## src/rtl/fetch_pkg.sv

```systemverilog
// Shared types and constants for the instruction-fetch stage.
// Imported by the PC register, the fetch stage and the ROM bus interface users.
package fetch_pkg;

    localparam int ADDRESS_WIDTH = 16;
    localparam int DATA_WIDTH    = 32;

    localparam logic [DATA_WIDTH-1:0] NOP_INSTR = 32'h0000_0013;

    typedef enum logic [1:0] {
        SEL_SEQ,
        SEL_HOLD,
        SEL_REDIR
    } next_pc_sel_e;

    typedef struct packed {
        logic [DATA_WIDTH-1:0]    instr;
        logic [ADDRESS_WIDTH-1:0] pc;
        logic [ADDRESS_WIDTH-1:0] pc_plus;
        logic                     valid;
    } if_id_t;

    localparam if_id_t IF_ID_RESET = '{
        instr:   NOP_INSTR,
        pc:      '0,
        pc_plus: '0,
        valid:   1'b0
    };

    // Redirect targets are word aligned; the low two bits are dropped.
    function automatic logic [ADDRESS_WIDTH-1:0] align_pc(
        input logic [ADDRESS_WIDTH-1:0] addr
    );
        return {addr[ADDRESS_WIDTH-1:2], 2'b00};
    endfunction

endpackage

```

## src/rtl/fetch_if.sv

```systemverilog
// Instruction ROM bus: fetch side drives the address, ROM returns
// the instruction combinationally in the same cycle.
interface fetch_if #(
    parameter int ADDRESS_WIDTH = 16,
    parameter int DATA_WIDTH    = 32
);

    logic [ADDRESS_WIDTH-1:0] pc_o;
    logic [DATA_WIDTH-1:0]    instr_i;

    modport master (
        output pc_o,
        input  instr_i
    );

    modport slave (
        input  pc_o,
        output instr_i
    );

endinterface

```

## src/rtl/pc_reg.sv

```systemverilog
// Program counter register with next-PC mux and wrapping increment.
module pc_reg
    import fetch_pkg::*;
#(
    parameter int ADDRESS_WIDTH = fetch_pkg::ADDRESS_WIDTH,
    parameter int PC_INCR       = 4,
    parameter int RESET_PC      = 0
) (
    input  logic                     clk,
    input  logic                     rst,
    input  next_pc_sel_e             sel,
    input  logic [ADDRESS_WIDTH-1:0] target,
    output logic [ADDRESS_WIDTH-1:0] pc,
    output logic [ADDRESS_WIDTH-1:0] pc_inc
);

    logic [ADDRESS_WIDTH-1:0] pc_q;
    logic [ADDRESS_WIDTH-1:0] pc_next;

    // Truncation to ADDRESS_WIDTH gives the silent wrap at the top address.
    assign pc_inc = pc_q + ADDRESS_WIDTH'(PC_INCR);
    assign pc     = pc_q;

    always_comb begin
        pc_next = pc_q;
        unique case (sel)
            SEL_SEQ:   pc_next = pc_inc;
            SEL_HOLD:  pc_next = pc_q;
            SEL_REDIR: pc_next = align_pc(target);
            default:   pc_next = pc_q;
        endcase
    end

    always_ff @(posedge clk) begin
        if (rst) begin
            pc_q <= ADDRESS_WIDTH'(RESET_PC);
        end else begin
            pc_q <= pc_next;
        end
    end

endmodule

```

## src/rtl/fetch_stage.sv

```systemverilog
// Instruction fetch: PC sequencing, ROM addressing and the IF/ID register,
// with hazard-unit stall/flush and a count of instructions passed to decode.
module fetch_stage
    import fetch_pkg::*;
#(
    parameter int ADDRESS_WIDTH = fetch_pkg::ADDRESS_WIDTH,
    parameter int DATA_WIDTH    = fetch_pkg::DATA_WIDTH,
    parameter int PC_INCR       = 4,
    parameter int RESET_PC      = 0
) (
    input  logic                     clk,
    input  logic                     rst,
    input  logic                     stall_f,
    input  logic                     stall_d,
    input  logic                     flush_d,
    input  logic                     redirect_valid,
    input  logic [ADDRESS_WIDTH-1:0] redirect_target,
    fetch_if.master                  rom,
    output logic [DATA_WIDTH-1:0]    instr_d,
    output logic [ADDRESS_WIDTH-1:0] pc_d,
    output logic [ADDRESS_WIDTH-1:0] pc_plus_d,
    output logic                     valid_d,
    output logic [31:0]              fetch_count
);

    logic [ADDRESS_WIDTH-1:0] pc;
    logic [ADDRESS_WIDTH-1:0] pc_inc;
    next_pc_sel_e             sel;
    if_id_t                   if_id;

    // A taken redirect wins over a PC stall.
    always_comb begin
        sel = SEL_SEQ;
        if (redirect_valid) begin
            sel = SEL_REDIR;
        end else if (stall_f) begin
            sel = SEL_HOLD;
        end
    end

    pc_reg #(
        .ADDRESS_WIDTH (ADDRESS_WIDTH),
        .PC_INCR       (PC_INCR),
        .RESET_PC      (RESET_PC)
    ) u_pc_reg (
        .clk    (clk),
        .rst    (rst),
        .sel    (sel),
        .target (redirect_target),
        .pc     (pc),
        .pc_inc (pc_inc)
    );

    assign rom.pc_o = pc;

    always_ff @(posedge clk) begin
        if (rst) begin
            if_id       <= IF_ID_RESET;
            fetch_count <= '0;
        end else if (flush_d || redirect_valid) begin
            if_id.instr <= NOP_INSTR;
            if_id.valid <= 1'b0;
        end else if (!stall_d) begin
            // A held PC would re-present the same word, so insert a bubble.
            if (stall_f) begin
                if_id.instr <= NOP_INSTR;
                if_id.valid <= 1'b0;
            end else begin
                if_id.instr   <= rom.instr_i;
                if_id.pc      <= pc;
                if_id.pc_plus <= pc_inc;
                if_id.valid   <= 1'b1;
                fetch_count   <= fetch_count + 32'd1;
            end
        end
    end

    assign instr_d   = if_id.instr;
    assign pc_d      = if_id.pc;
    assign pc_plus_d = if_id.pc_plus;
    assign valid_d   = if_id.valid;

endmodule

```

## src/flat_wrapper.sv

```systemverilog
// flat-port wrapper written by rule: the top's interface ports become plain ports
module fetch_stage_flat import fetch_pkg::*;
#(
    parameter int ADDRESS_WIDTH = fetch_pkg::ADDRESS_WIDTH,
    parameter int DATA_WIDTH    = fetch_pkg::DATA_WIDTH,
    parameter int PC_INCR       = 4,
    parameter int RESET_PC      = 0
)
  (clk, rst, stall_f, stall_d, flush_d, redirect_valid, redirect_target, instr_d, pc_d, pc_plus_d, valid_d, fetch_count, rom_pc_o, rom_instr_i);
  fetch_if #(.ADDRESS_WIDTH(ADDRESS_WIDTH), .DATA_WIDTH(DATA_WIDTH)) rom_i ();
  input  logic clk;
  input  logic rst;
  input  logic stall_f;
  input  logic stall_d;
  input  logic flush_d;
  input  logic redirect_valid;
  input  logic [ADDRESS_WIDTH-1:0] redirect_target;
  output logic [DATA_WIDTH-1:0] instr_d;
  output logic [ADDRESS_WIDTH-1:0] pc_d;
  output logic [ADDRESS_WIDTH-1:0] pc_plus_d;
  output logic valid_d;
  output logic [31:0] fetch_count;
  output wire logic [$bits(rom_i.pc_o)-1:0] rom_pc_o;
  input wire logic [$bits(rom_i.instr_i)-1:0] rom_instr_i;
  assign rom_pc_o = rom_i.pc_o;
  assign rom_i.instr_i = rom_instr_i;
  fetch_stage #(.ADDRESS_WIDTH(ADDRESS_WIDTH), .DATA_WIDTH(DATA_WIDTH), .PC_INCR(PC_INCR), .RESET_PC(RESET_PC)) u_core (.clk(clk), .rst(rst), .stall_f(stall_f), .stall_d(stall_d), .flush_d(flush_d), .redirect_valid(redirect_valid), .redirect_target(redirect_target), .rom(rom_i), .instr_d(instr_d), .pc_d(pc_d), .pc_plus_d(pc_plus_d), .valid_d(valid_d), .fetch_count(fetch_count));
endmodule
```

## config.mk

```make
export PLATFORM = sky130hd
export DESIGN_NAME = fetch_stage_flat
export DESIGN_NICKNAME = d
export VERILOG_FILES = /design/src/rtl/fetch_pkg.sv /design/src/rtl/fetch_if.sv /design/src/rtl/pc_reg.sv /design/src/rtl/fetch_stage.sv /design/src/flat_wrapper.sv
export SDC_FILE = /design/constraint.sdc
export NUM_CORES = 1
export LEC_CHECK = 0
export ABC_AREA = 1
export CORE_AREA = 4 4 106 108
export DETAILED_ROUTE_END_ITERATION = 10
export DIE_AREA = 0 0 110 112
export HOLD_SLACK_MARGIN = 0.12
export PLACE_DENSITY = 0.92
export SLEW_MARGIN = 5
export SYNTH_ARGS = -nofsm -noshare
export SYNTH_HDL_FRONTEND = slang
export SYNTH_SLANG_ARGS = --single-unit
export TNS_END_PERCENT = 50
```

## constraint.sdc

```tcl
create_clock -name clk -period 3.8 [get_ports clk]
set_input_delay 0.76 -clock clk [delete_from_list [all_inputs] [get_ports clk]]
set_output_delay 0.76 -clock clk [all_outputs]
set_load 0.01 [all_outputs]
```

Word level (Yosys, flattened, before mapping) --
Cells that the tools add are included.
Storage, ports and cells: flip-flop bits (word level) 113, bits of input ports 54, output and inout bits 113, logic and storage cells 22
Cells by class: add/subtract/negate cells 2, eq/ne operators 1, muxes and demuxes 5, bitwise gates (word level) 3, reduce and logical (&&, ||, !) cells 5
Operators by type and width (count):
- $add 32x1->32 const B | 1
- $mux 32 | 1
- $pmux 16 s2 | 1
- $add 16x3->16 const B | 1
- $not 1->1 | 3
- $reduce_and 3->1 | 1
- $eq 2x2->1 const B | 1
- $logic_not 2->1 | 1
- $mux 1 | 2
- $mux 2 | 1
- $reduce_bool 2->1 | 1
- $reduce_or 2->1 | 1
- $logic_or 1x1->1 | 1

Depth between registers and ports, before layout --
Gate-level depths: netlist of run 1.
word-level depth 4, depth in mapped cells 10

Hierarchy --
A second synthesis of run 1 with hierarchy kept.
Second synthesis, totals: cell total of the unflattened synthesis 737, area, all modules 5038.6 sq um
Modules (own cells, without submodules):
- fetch_stage | instances 1, cells each 580, area an instance 4015.1 sq um, sequential area each 1941.9 sq um
- pc_reg | instances 1, cells each 157, area an instance 1023.5 sq um, sequential area each 280.3 sq um

Worst setup path after synthesis of run 1 --
Ideal clock, no wire load.
path type input port to flip-flop, from input redirect_valid, to register u_core.fetch_count[26], data arrival time 1.767 ns, data required time 3.687 ns, path slack 1.920 ns, cell stages on the path 9, buffers on the path 1, path through buf_2 -> nor2_4 -> nand2_4 -> nor2_4 -> nand3_1 -> nor2_1 -> nand4_1 -> nand2_1 -> nor2_1
On the way: cells in the longest elaborated chain, start to end 3
RTL lines:
- start: declaration | RTL line flat_wrapper.sv:16 | input logic redirect_valid;
- $logic_or 1x1->1 | RTL line fetch_stage.sv:60 | end else if (flush_d || redirect_valid) begin
- $not 1->1 (no line)
- $reduce_and 3->1 (no line)
- end signal: assignment | RTL line fetch_stage.sv:73 | fetch_count <= fetch_count + 32'd1;
- end: declaration | RTL line fetch_stage.sv:23 | output logic [31:0] fetch_count
Every way passes these cells. A chain may end at the register's enable or synchronous reset.

Final worst setup path of run 1 --
from input redirect_valid, to register u_core.fetch_count[22]
The elaborated chain is that of the path after synthesis.

==> impl_metrics.yaml, run 1 <==
run_status:
  status: "completed"
min_path:
  hold_end: "u_core.instr_d[30]"
  worstHoldStart: "u_core.instr_d[30]"
  whs_path_depth: 2
  hold_path.class: "reg2reg"
timing:
  final.setup.tns_ns: 0
  relSlewSlack_pct: 38.3
  slew_viol_final: 0
  worst_slew_pin_slew_ns: 0.922
  fmax_mhz: 435
  period_minus_slack_ns: 2.30
  finalCritPeriodShare_pct: 60.6
  hold_violations: 0
  rsz0062_at_grt: "no"
  finalSetupViolations: 0
  fin_skew_ns: 0.0109
synth:
  synth_warnings: 0
  ys_types: 30
  synth_xor_area_share_pct: 2.20
  postSynth.asyncResetShare_pct: 0
  yosysTopAreaCellShare_pct: 44.8
  synth_compound_area_share_pct: 13.0
  synth_edf_count: 0
  yosys.area.top_type: "dfxtp_1"
  synth.area.top_cells: "dfxtp_1 (45%), nand2_1 (16%), nor2_1 (7.5%)"
  synth_mux_area_share_pct: 0
  syn_area_mm2: 0.00478
  synth-simple-area-share_pct: 30.8
  synth_seq_area_share_pct: 44.8
  synthFlopType: "dfxtp_1"
  synthAdderAreaFrac_pct: 0.524
  ys_seq_elements: 107
  synthCells: 696
  synth.avg_cell_area_um2: 6.87
  synth_top_family_by_area: "simple AND/OR/NAND/NOR gates"
clock_tree:
  cts_buffers: 9
  cts_max_level: 3
  clock_latency_ns: 0.37
  clockRootBuffer: "clkbuf_8"
  holdBufCountCts: 0
  clk_pin_slew_ns: 0.12
  post_cts_buffers: 0
  cts_resized: 0
  tritoncts: "built"
  clock_sinks: 107
  cts_buffer_depth: 2
setup_path:
  slowest_stage: "clkdlybuf4s50_1"
  worstReg2RegStart: "u_core.fetch_count[1]"
  worstSetupStartpointType: "input pin"
  cp.arrival_ns: 2.57
  crit_fanout: 27
  r2r_end: "u_core.fetch_count[22]"
  rr_worst_depth: 8
  crit_chain: "clkdlybuf4s50_1, buf_4, nor2_4, nand2_4, nor2_4, nand3_1, nor2_1, nand2_1, nor2_1, nor2_1"
  worst-setup-path-type: "in2reg"
  path_delay_family: "simple AND/OR/NAND/NOR gates"
  r2r_setup_slack_ns: 1.99
  critPathRequiredTime_ns: 4.07
  crit_top_cell: "nor2_1"
  worstSetupEndpointType: "register"
  path_buf_inv: 2
  slowest_delay_ns: 0.40
floorplan:
  start_util_pct: 46.7
  io_pins: 167
  die_w_um: 110
  die-area_mm2: 0.0123
  rows: 37
  die_h_um: 112
  core_area_mm2: 0.0102
route:
  drt_pre_antenna_iters: 5
  wl_met3_um: 1320
  dr_wl_met2_um: 6440
  m1WireLength_um: 5500
  drt_iter0_markers: 287
  vias_per_cell: 4.92
  remaining_drc_errors: 0
  ant_nets: 0
  routed_wirelength_um: 13400
  highest_layer: "met4"
  wl_per_cell_um: 13.6
  vias: 4847
finish:
  area_growth_pct: 39.6
  post-route-util_pct: 65.2
  antenna_cells: 0
  nFillCells: 887
  fin_nets: 901
  drive_gt1_share_pct: 4.24
global_routing:
  grt_usage_pct: 21.8
  grt_max_degree: 42
  grt_pass1_vias: 4418
  grt_pass1_wl_um: 21400
  overflow: 0
  antenna_found_initial: 0
power_and_ir_drop:
  p_leak_nw: 2.54
  powerDensity_mw_per_mm2: 321
  irDropWorstVdd_mv: 0.214
placed_design:
  io_buffers: 158
  place.gp.congestion: 0.901
  post-dp-hpwl_um: 10000
job:
  maxCapViolCount: 0
## cell usage after synthesis (5+ instances only)
cell type    n
nand2_1    200
dfxtp_1    107
nor2_1      95
inv_1       69
a21oi_1     65
o21ai_0     40
nand3_1     29
clkbuf_1    20
xor2_1       9
nand4_1      8
nor3_1       7
a31oi_1      6
buf_2        6
buf_4        6
nor2_4       5
## per-stage QoR
step	cell area (um2)	instances	setup WS [ns]	hold WS, ns	power (W)
after global routing	6670	986	1.33	0.491	0.00223
after floorplan	4800	701	1.92	0.481	0.00129
after detailed placement	6460	970	1.12	0.452	0.00142
after CTS	6670	986	1.52	0.467	0.00216
final	6670	986	1.50	0.468	0.00214
after global placement	6460	970	1.15	0.443	0.00141
## kinds of logic after synthesis
group | count (synthesis)
compound gates | 119
simple gates | 353
xor+xnor | 12
flops | 107
other cells | 1
buf+inv | 102
fa+ha+maj | 2
## routing by layer
layer / track usage, % / vias up
li1: - / 2497
met1: 26.5 / 2139
met2: 36.0 / 195
met3: 7.59 / 16
met4: 6.23 / 0
met5: 0 / -
## worst min-delay path, stage by stage, from the launching register on
cell     delay, ns
dfxtp_1       0.33
nand2_1       0.05
a21oi_1       0.05
## cells in the final DEF (no fill, tap or decap), types with 2 or more instances in the layout
master / netlist / layout
nor2_2: 4 / 4
dfxtp_1: 107 / 107
o22ai_1: 3 / 3
a21oi_1: 65 / 65
conb_1: 1 / 6
ha_1: 2 / 2
o21ai_0: 40 / 40
buf_4: 6 / 8
xnor2_1: 3 / 3
inv_1: 69 / 69
nor2_1: 95 / 95
nand4_1: 8 / 8
a31oi_1: 6 / 6
clkdlybuf4s50_1: 0 / 158
o21a_1: 2 / 2
xor2_1: 9 / 9
nand2_1: 200 / 200
clkbuf_8: 0 / 9
inv_6: 0 / 3
nand3_1: 29 / 29
nor2_4: 5 / 5
nor3_1: 7 / 7
## worst max-delay path by stage
stage                               from                endpoint  cells past startpoint
after detailed placement  redirect_valid  u_core.fetch_count[22]                     10
after floorplan           redirect_valid  u_core.fetch_count[26]                      9
after global placement    redirect_valid  u_core.fetch_count[26]                     10
final                     redirect_valid  u_core.fetch_count[22]                     10
after CTS                 redirect_valid  u_core.fetch_count[22]                     10
after global routing      redirect_valid  u_core.fetch_count[26]                     10
## power breakdown
group          internal (W)  switching, W
clock network      0.000323      0.000425
registers           0.00114     0.0000202
logic              0.000116      0.000114
## area by class of cell
class / instances / area (um2) / area share [%]
Timing Repair Buffer: 166 / 1640 / 24.6
Tap cell: 136 / 170 / 2.55
Sequential cell: 107 / 2140 / 32.1
Clock buffer: 9 / 124 / 1.86
Clock inverter: 7 / 92.6 / 1.39
Multi-Input combinational cell: 492 / 2240 / 33.6
Inverter: 69 / 259 / 3.88
(Power assumes the default switching activity.)
==> run 2: changes to the inputs <==
- CORE_AREA: 4 4 106 108 -> 4 4 113 115
- DIE_AREA: 0 0 110 112 -> 0 0 117 119
- PLACE_DENSITY: 0.92 -> 0.86
- clock period: 3.8 -> 2.04 ns (I/O delays scaled with it)
==> run 2 against run 1 <==
Clock-buffer cell count unchanged. Power is 110% higher. Largest cell class unchanged. Highest routed layer unchanged. Wire length grew 0.13%. First-iteration DRC count is 16% higher. Clock power grew 140%. Largest power group unchanged. Critical path type is now reg2out. Clock skew shrank 0.0047 ns.
==> impl_metrics.yaml, run 2 (synthesized netlist as in run 1, its figures left out) <==
timing:
  worst_slew_pin_slew_ns: 0.842
  finalCritPeriodShare_pct: 91.0
  hold_violations: 0
  fmax_mhz: 539
  period_minus_slack_ns: 1.86
  rsz0062_at_grt: "no"
  final.setup.tns_ns: 0
  finalSetupViolations: 0
  fin_skew_ns: 0.00624
  hold-worst-slack_ns: 0.457
  slew_viol_final: 0
  layout_setup_ws_ns: 0.183
  relSlewSlack_pct: 43.7
setup_path:
  path_delay_family: "buffers and inverters"
  worstSetupEndpointType: "output pin"
  worstSetupStartpointType: "register"
  slowest_stage: "clkdlybuf4s50_1"
  worstReg2RegStart: "u_core.fetch_count[1]"
  crit_fanout: 7
  slowest_delay_ns: 0.62
  critPathRequiredTime_ns: 1.63
  path_buf_inv: 1
  worst-setup-path-type: "reg2out"
  cp.arrival_ns: 1.45
  crit_start: "u_core.u_pc_reg.pc[2]"
  crit_chain: "clkdlybuf4s50_1"
finish:
  final_common_cell: "nand2_1"
  nFillCells: 1058
  area_growth_pct: 44.3
  mostFrequentLayoutCells: "nand2_1 (200), clkdlybuf4s50_1 (158), dfxtp_1 (107), nor2_1 (95), inv_1 (69)"
  fin_nets: 916
  drive_gt1_share_pct: 5.90
  antenna_cells: 0
  design_area_mm2: 0.00690
placed_design:
  io_buffers: 158
  placed_area_mm2: 0.00658
  place.gp.congestion: 0.878
  post-dp-hpwl_um: 10200
  dp_slack_ns: -0.0183
power_and_ir_drop:
  power_w: 0.00444
  p_sw_share_pct: 24.8
  power_frac_seq_pct: 48.9
  power.switching_w: 0.00110
  p_leak_nw: 2.66
  combPwrFrac_pct: 9.8
  p_int_w: 0.00334
  irDropWorstVdd_mv: 0.464
  powerDensity_mw_per_mm2: 643
  pwr-share-clk_pct: 41.4
floorplan:
  start_util_pct: 40.5
  die-area_mm2: 0.0139
  io_pins: 167
  core_area_mm2: 0.0118
  rows: 40
  die_w_um: 117
  die_h_um: 119
global_routing:
  top_usage_layer: "met2"
  overflow: 0
  use_met3_pct: 6.20
  grt_max_degree: 32
  grt_pass1_vias: 4523
  use_met2_pct: 31.3
  use_met1_pct: 24.1
  antenna_found_initial: 0
  grt_usage_pct: 19.5
  grt_pass1_wl_um: 21700
route:
  drt_pre_antenna_iters: 5
  ant_nets: 0
  drt_iter0_markers: 334
  remaining_drc_errors: 0
  vias_per_cell: 4.82
  vias: 4875
  routed_wirelength_um: 13500
  wl_per_cell_um: 13.3
clock_tree:
  cts_resized: 0
  holdBufCountCts: 0
  clock_latency_ns: 0.35
  clock_sinks: 107
  clk_pin_slew_ns: 0.08
  cts_max_level: 3
  post_cts_buffers: 0
  clockRootBuffer: "clkbuf_16"
  cts_buffer_depth: 2
  tritoncts: "built"
  cts_buffers: 9
min_path:
  worstHoldStart: "u_core.instr_d[30]"
  hold_path.class: "reg2reg"
job:
  maxCapViolCount: 0
run_status:
  status: "completed"
run 2: changes by cell type in the layout (fill, tap and decap cells not counted):
cell / change
clkbuf_16: +9
inv_8: -1
inv_6: +1
clkbuf_8: -9
buf_4: +15
run 2: power groups by stage:
stage	Clock (W)	Combinational [W]	Sequential, W
after floorplan	0	0.000176	0.00223
after global placement	0	0.000427	0.00222
after detailed placement	0	0.000432	0.00222
after CTS	0.00189	0.000434	0.00217
after global routing	0.00197	0.000476	0.00217
final	0.00183	0.000433	0.00217
run 2: area by class of cell:
| cell class | count | area [um2] | area share [%] |
|---|---|---|---|
| clock inverters | 7 | 90.1 | 1.31 |
| inverters | 69 | 259 | 3.75 |
| well taps | 147 | 184 | 2.67 |
| flip-flops and latches | 107 | 2140 | 31.1 |
| clock buffers | 9 | 225 | 3.27 |
| repair buffers | 181 | 1750 | 25.4 |
| multi-input cells | 492 | 2240 | 32.5 |
run 2: stage by stage:
stage,utilization (%),std cells
detailed placement,55.7,996
floorplan,-,701
CTS,58.4,1012
global placement,55.7,996
global route,58.4,1012
finish,58.4,1012
run 2: layer usage:
layer / wire length (um) / part of all wire (%)
met1: 5740 / 43
met2: 6180 / 46
met3: 1220 / 9.0
met4: 323 / 2.4
met5: 0 / 0
run 2: worst paths after layout:
path | slack (ns) | end | cells past startpoint
setup / recovery | 0.18 | rom_pc_o[2] | 1
hold / removal | 0.46 | u_core.instr_d[30] | 2
hold reg to reg | 0.46 | u_core.instr_d[30] | 2
setup reg to reg | 0.27 | u_core.fetch_count[26] | 9
